<file path="config.mk">
export PLATFORM = sky130hd
export DESIGN_NAME = imem_boot_loader
export DESIGN_NICKNAME = d
export VERILOG_FILES = /design/src/rtl/imem_boot_loader.sv
export SDC_FILE = /design/constraint.sdc
export NUM_CORES = 1
export LEC_CHECK = 0
export CAP_MARGIN = 10
export CORE_MARGIN = 8
export CORE_UTILIZATION = 50
export CTS_BUF_LIST = sky130_fd_sc_hd__clkbuf_4
export CTS_CLUSTER_SIZE = 14
export DETAILED_ROUTE_END_ITERATION = 6
export GPL_TIMING_DRIVEN = 0
export PLACE_DENSITY = 0.71
export SLEW_MARGIN = 25
export SYNTH_ARGS = -nofsm -noshare
export SYNTH_HDL_FRONTEND = slang
export SYNTH_SLANG_ARGS = --single-unit
</file>
<file path="constraint.sdc">
create_clock -name clk -period 3.02 [get_ports clk]
set_input_delay 0.906 -clock clk [delete_from_list [all_inputs] [get_ports clk]]
set_output_delay 0.906 -clock clk [all_outputs]
set_load 0.05 [all_outputs]
</file>
<file path="src/rtl/imem_boot_loader.sv">
// imem_boot_loader: receives a little-endian byte stream after reset, packs
// it into 32-bit instruction words, writes them to consecutive imem word
// addresses and then releases the core from reset. A zero word ends the
// program, and so does a full memory. A stalled partial word ends in a
// sticky error.
module imem_boot_loader #(
  parameter int ADDR_WIDTH     = 10,
  parameter int MAX_WORDS      = 1024,
  parameter int TIMEOUT_CYCLES = 65535
) (
  input  logic                  clk,
  input  logic                  reset,
  input  logic                  in_valid,
  input  logic [7:0]            in_data,
  output logic                  in_ready,
  output logic                  imem_we,
  output logic [ADDR_WIDTH-1:0] imem_addr,
  output logic [31:0]           imem_wdata,
  output logic                  cpu_reset,
  output logic                  load_done,
  output logic                  load_error,
  output logic [ADDR_WIDTH:0]   word_count
);

  localparam int CW = ADDR_WIDTH + 1;
  localparam logic [CW-1:0] MAX_CNT     = CW'(MAX_WORDS);
  localparam logic [31:0]   TIMEOUT_VAL = 32'(TIMEOUT_CYCLES);

  typedef enum logic [1:0] {
    RECV  = 2'd0,
    WRITE = 2'd1,
    DONE  = 2'd2,
    ERROR = 2'd3
  } state_t;

  state_t          state_reg, state_next;
  logic [1:0]      byte_idx_reg, byte_idx_next;
  logic [31:0]     idle_reg, idle_next;
  logic [31:0]     word_reg, word_next;
  logic [CW-1:0]   count_reg, count_next;

  logic                  in_ready_reg;
  logic                  imem_we_reg;
  logic [ADDR_WIDTH-1:0] imem_addr_reg;
  logic [31:0]           imem_wdata_reg;
  logic                  cpu_reset_reg;
  logic                  load_done_reg;
  logic                  load_error_reg;

  // A byte is taken only while receiving and while in_ready is shown high.
  logic accept;
  assign accept = (state_reg == RECV) && in_ready_reg && in_valid;

  // Next-state logic: byte packing, idle timeout and end-of-load decision.
  always_comb begin
    state_next    = state_reg;
    byte_idx_next = byte_idx_reg;
    idle_next     = idle_reg;
    word_next     = word_reg;
    count_next    = count_reg;
    case (state_reg)
      RECV: begin
        if (accept) begin
          idle_next     = 32'd0;
          byte_idx_next = byte_idx_reg + 2'd1;
          case (byte_idx_reg)
            2'd0:    word_next[7:0]   = in_data;
            2'd1:    word_next[15:8]  = in_data;
            2'd2:    word_next[23:16] = in_data;
            default: word_next[31:24] = in_data;
          endcase
          if (byte_idx_reg == 2'd3) begin
            state_next = WRITE;
          end
        end else if (byte_idx_reg != 2'd0) begin
          // Only a partially received word can time out; gaps between
          // complete words are unlimited.
          if ((idle_reg + 32'd1) >= TIMEOUT_VAL) begin
            state_next = ERROR;
            idle_next  = 32'd0;
          end else begin
            idle_next = idle_reg + 32'd1;
          end
        end
      end
      WRITE: begin
        count_next = count_reg + 1'b1;
        if (word_reg == 32'd0) begin
          state_next = DONE;
        end else if ((count_reg + 1'b1) == MAX_CNT) begin
          state_next = DONE;
        end else begin
          state_next = RECV;
        end
      end
      DONE:    state_next = DONE;
      default: state_next = ERROR;
    endcase
  end

  // State register and datapath registers.
  always_ff @(posedge clk) begin
    if (reset) begin
      state_reg    <= RECV;
      byte_idx_reg <= 2'd0;
      idle_reg     <= 32'd0;
      word_reg     <= 32'd0;
      count_reg    <= '0;
    end else begin
      state_reg    <= state_next;
      byte_idx_reg <= byte_idx_next;
      idle_reg     <= idle_next;
      word_reg     <= word_next;
      count_reg    <= count_next;
    end
  end

  // Registered outputs: the write strobe is launched on the edge that takes
  // byte 3 so the complete word is presented during the WRITE cycle; status
  // flags follow the state one cycle later.
  always_ff @(posedge clk) begin
    if (reset) begin
      in_ready_reg   <= 1'b0;
      imem_we_reg    <= 1'b0;
      imem_addr_reg  <= '0;
      imem_wdata_reg <= 32'd0;
      cpu_reset_reg  <= 1'b1;
      load_done_reg  <= 1'b0;
      load_error_reg <= 1'b0;
    end else begin
      in_ready_reg  <= (state_next == RECV);
      imem_we_reg   <= (state_reg == RECV) && (state_next == WRITE);
      if ((state_reg == RECV) && (state_next == WRITE)) begin
        imem_addr_reg  <= count_reg[ADDR_WIDTH-1:0];
        imem_wdata_reg <= word_next;
      end
      cpu_reset_reg  <= (state_reg != DONE);
      load_done_reg  <= (state_reg == DONE);
      load_error_reg <= (state_reg == ERROR);
    end
  end

  assign in_ready   = in_ready_reg;
  assign imem_we    = imem_we_reg;
  assign imem_addr  = imem_addr_reg;
  assign imem_wdata = imem_wdata_reg;
  assign cpu_reset  = cpu_reset_reg;
  assign load_done  = load_done_reg;
  assign load_error = load_error_reg;
  assign word_count = count_reg;

endmodule

</file>
Word-level counts from Yosys, hierarchy flattened --
Cells that the tools add are included.
Cells by class: add/subtract/negate cells 3, mux-type cells 16, magnitude comparators 1, reductions and logical operators 12, eq/ne operators 9
Operator list (count):
- $mux 32 | 5
- $add 32x1->32 const B | 1
- $ge 32x16->1 const B | 1
- $logic_not 32->1 | 1
- $mux 8 | 4
- $mux 2 | 6
- $add 11x1->11 const B | 1
- $eq 11x11->1 const B | 1
- $eq 2x2->1 const B | 4
- $eq 2x1->1 const B | 3
- $logic_not 2->1 | 3
- $pmux 2 s3 | 1
- $reduce_and 2->1 | 2
- $reduce_bool 2->1 | 2
- $logic_and 1x1->1 | 3
- $reduce_or 3->1 | 1
- $add 2x1->2 const B | 1
- $ne 2x2->1 const B | 1
Word-level totals: word-level logic and storage cells 53, register bits 126, bits of input ports 11, output and inout bits 58

Depth between registers and ports, before layout --
word-level depth 8, gate-level depth with buffers 11

Worst setup path after synthesis --
Ideal clock, no wire load.
path type register to register, start point register count_reg[3], in the netlist word_count[3], end point register in_ready_reg, in the netlist in_ready, arrival time 2.675 ns, path slack 0.227 ns, required time 2.903 ns, cell stages (with the launch flop) 9, period minus slack after synthesis 2.793 ns, cells stage by stage dfxtp_1 -> clkbuf_1 -> and3_1 -> and3_1 -> nor2b_1 -> a31oi_1 -> or4b_2 -> o221a_2 -> a32o_1
Between the ends: longest elaborated chain between the ends 6
RTL lines:
- from (decl) | line 40 | logic [CW-1:0] count_reg, count_next;
- from (signal assigned) | line 114 | count_reg <= count_next;
- $add 11x1->11 | line 90 | end else if ((count_reg + 1'b1) == MAX_CNT) begin
- $eq 11x11->1 | line 90
- $mux 2 | line 90
- $mux 2 | line 88 | if (word_reg == 32'd0) begin
- $pmux 2 s3 | line 61 | case (state_reg)
- $logic_not 2->1 | line 131 | in_ready_reg <= (state_next == RECV);
- to (signal assigned) | line 131
- to (decl) | line 42 | logic in_ready_reg;
Every way passes these cells. A chain may end at the register's enable or synchronous reset.

Worst setup path in the final report --
start point register idle_reg[2], end point register in_ready_reg, in the netlist in_ready
Between the ends: longest elaborated chain between the ends 7
RTL lines:
- from (decl) | line 38 | logic [31:0] idle_reg, idle_next;
- from (signal assigned) | line 112 | idle_reg <= idle_next;
- $add 32x1->32 | line 78 | if ((idle_reg + 32'd1) >= TIMEOUT_VAL) begin
- $ge 32x16->1 | line 78
- $mux 2 | line 78
- $mux 2 | line 75 | end else if (byte_idx_reg != 2'd0) begin
- $mux 2 | line 63 | if (accept) begin
- $pmux 2 s3 | line 61
- $logic_not 2->1 | line 131
Every way passes these cells.

==> summary.md <==
| Metric | Value |
|---|---|
| DRT Wirelength | `14400 um` |
| CORE AREA | `0.0108 mm^2` |
| CTS max path bufs | `2` |
| EDFF count, synth | `0` |
| Layout cells sized above 1 | `8.09%` |
| Starting Density | `51.4%` |
| Status | `finished, final reports clean` |
| Crit path kind | `reg2reg` |
| Diode count | `0` |
| Max_cap viols | `0` |
| Site Rows | `38` |
| Clock Skew | `0.0160 ns` |
| Pwr dens | `447 mW/mm^2` |
| Vias per inst | `5.62` |
| Die Y | `122 um` |
| Clock Pin Slew Worst Setup and Hold Paths | `0.11 ns` |
| Hpwl dp | `10400 um` |
| Fin nets | `773` |
| Worst EP arrival | `3.31 ns` |
| CTS tree | `built` |
| DR WL/cell | `15.9 um` |
| DIE AREA | `0.0148 mm^2` |
| Post-place setup slack | `-0.376 ns` |
| Port Buf Inserts | `68` |
| VDD IR max | `0.331 mV` |
| Final min period | `2.85 ns` |
| Initial DRC count | `386` |
| Max Fclk | `351 MHz` |
| Mapped Area | `0.00557 mm^2` |
| Gpl congestion | `0.885` |
| Register area share after synthesis | `45.3%` |
| Global Route met1 Usage | `23.1%` |
| Initial antenna violation count | `0` |
| Most used flip-flop cell after synthesis | `dfxtp_1` |
| Vias in the first global route | `4774` |
| Syn Inst Count | `660` |
| Compound-Gate Fraction of Synth Area | `12.2%` |
| CP endpoint kind | `flip-flop` |
| Pre-Repair DR Iteration Count | `5` |
| Max-slew violations | `0` |
| Hold Crit Class | `reg2reg` |
| Number of I/O pins | `69` |
| Measured slew at the worst slew-check pin | `0.590 ns` |
| Leak Pwr | `2.53 nW` |
| Post-synthesis adder-cell area fraction | `2.02%` |
| Total track usage | `19.6%` |
| Utilization after layout | `62.8%` |
| Area grow syn2layout | `22.1%` |
| Unique masters post-synth | `57` |
| Fillers | `967` |
| Simple-Gate Fraction of Synth Area | `29.1%` |
| Slew HR | `60.7%` |
| Total CTS buffers | `17` |
| Die Wd | `122 um` |
| Post-synthesis mux area share | `3.79%` |
| GRT busiest layer | `met2` |
| Vias | `5094` |
| Synth Area in XOR/XNOR | `3.30%` |
| Max Fanout on Critical Path | `10` |
| Largest family of logic cells by synthesized area | `simple AND/OR/NAND/NOR gates` |
| FFs w/ async S/R, synth | `0%` |
| Post-CTS Hold Buffers | `0` |
| Clk root buf | `clkbuf_4` |
| Detail Route Antenna Nets | `0` |
| GR met2 Demand/Resource | `33.2%` |
| Worst hold slack | `0.462 ns` |
| Total congestion overflow | `0` |
| Startpoint types | `flip-flop` |
| First-pass GRT wire length | `23300 um` |
| Ys Warns | `0` |
| TritonCTS Sinks | `126` |
| Final setup violation count | `0` |
| Final worst slack | `0.172 ns` |
| Met3 Usage GRT | `5.41%` |
| Worst Path Required | `3.48 ns` |
| Largest net degree at the start of global routing | `17` |
| Post-Syn Nets | `680` |
| Final hold violations | `0` |
| Htree depth | `4` |
| DRC | `0` |
| Worst-Skew Late Latency | `0.52 ns` |
| Final period util | `94.3%` |
| Syn avg cell area | `8.45 um^2` |
| Seq cells post-synth | `126` |
-- kinds of logic after synthesis --
group	after synthesis
XOR/XNOR	21
AO/OA/AOI/OAI	109
buffers and inverters	59
flip-flops	126
multiplexers	21
AND/OR/NAND/NOR	315
adder cells (fa/ha/maj)	9
-- what timing repair did --
action,in CTS,in global routing
gates resized for setup,3,6
setup endpoints to repair,14,16
buffers inserted,2,4
pin swaps,1,4
-- where the power goes --
group	switching, mW	leakage, nW	internal (mW)
sequential	0.0114	1.02	1.68
combinational	0.109	1.36	0.0586
clock	0.686	0.147	0.502
total	0.807	2.53	2.24
-- area by class of cell --
cell class	instances	area [um^2]	share of cell area, %
multi-input combinational	475	2840	41.8
inverter	19	71.3	1.05
buffer	40	175	2.57
clock buffer	17	128	1.88
tap	140	175	2.57
clock inverter	15	161	2.37
timing repair buffer	74	726	10.7
sequential	126	2520	37.1
-- metal layers --
layer,vias to the layer above,routed length [um]
met5,-,0
met3,26,881
met4,0,222
met2,165,6920
met1,2384,6390
li1,2519,-
-- critical path, stage by stage, from the launching register on --
cell     delay (ns)
dfxtp_1        0.33
buf_2          0.20
nand4_1        0.25
nor4_4         0.32
buf_4          0.19
nand4_1        0.14
a22oi_2        0.25
nand4_1        0.22
buf_4          0.20
o31ai_1        0.43
a32o_1         0.26
-- through the flow --
stage / area, um^2 / std cells / total power, mW / TNS, ns
after floorplan: 5570 / 660 / 1.82 / 0
after global placement: 6430 / 868 / 1.88 / -5.36
after detailed placement: 6430 / 868 / 1.89 / -6.85
after CTS: 6740 / 902 / 3.06 / 0
after global routing: 6800 / 906 / 3.17 / -0.00966
final: 6800 / 906 / 3.04 / 0
-- worst paths after layout --
| check | start | endpoint | slack [ns] | depth (start not counted) |
|---|---|---|---|---|
| max | idle_reg[2] | in_ready | 0.17 | 10 |
| min | imem_addr[3] | imem_addr[3] | 0.46 | 2 |
| max reg2reg | idle_reg[2] | in_ready | 0.17 | 10 |
| min reg2reg | imem_addr[3] | imem_addr[3] | 0.46 | 2 |
-- layout by cell type (no fill, tap or decap), types with 5 or more instances in the layout --
| cell | count |
|---|---|
| clkbuf_4 | 18 |
| inv_6 | 5 |
| buf_4 | 6 |
| inv_1 | 19 |
| or3_1 | 5 |
| and3_1 | 6 |
| and2_1 | 17 |
| a211oi_1 | 16 |
| a31oi_1 | 7 |
| nand4_1 | 22 |
| nand2_1 | 100 |
| xnor2_1 | 14 |
| mux2i_1 | 20 |
| nand3_1 | 41 |
| a21oi_1 | 50 |
| nor2_1 | 59 |
| ha_1 | 8 |
| nand3b_1 | 17 |
| xor2_1 | 7 |
| nor3_1 | 11 |
| clkbuf_1 | 30 |
| dfxtp_1 | 124 |
| o21ai_0 | 11 |
| nor4_1 | 13 |
| clkdlybuf4s50_1 | 68 |
-- Yosys cell counts (2+ instances only) --
master / n / area (um^2)
a211o_1: 3 / 26.3
a211oi_1: 16 / 120
a21oi_1: 50 / 250
a221oi_1: 2 / 17.5
a22o_1: 2 / 17.5
a31oi_1: 7 / 43.8
and2_1: 17 / 106
and3_1: 6 / 37.5
and4_1: 3 / 26.3
buf_1: 2 / 7.51
buf_2: 5 / 25.0
clkbuf_1: 30 / 113
dfxtp_1: 126 / 2520
ha_1: 9 / 113
inv_1: 19 / 71.3
mux2i_1: 20 / 200
nand2_1: 100 / 375
nand3_1: 42 / 210
nand3b_1: 17 / 128
nand4_1: 22 / 138
nor2_1: 59 / 221
nor2b_1: 4 / 25.0
nor3_1: 11 / 55.1
nor3b_1: 2 / 15.0
nor4_1: 13 / 81.3
nor4_2: 2 / 25.0
nor4_4: 3 / 63.8
o2111a_1: 2 / 22.5
o21ai_0: 11 / 55.1
o21ai_1: 4 / 20.0
or2_2: 2 / 12.5
or3_1: 5 / 31.3
xnor2_1: 14 / 123
xor2_1: 7 / 61.3
(Power assumes the default switching activity.)
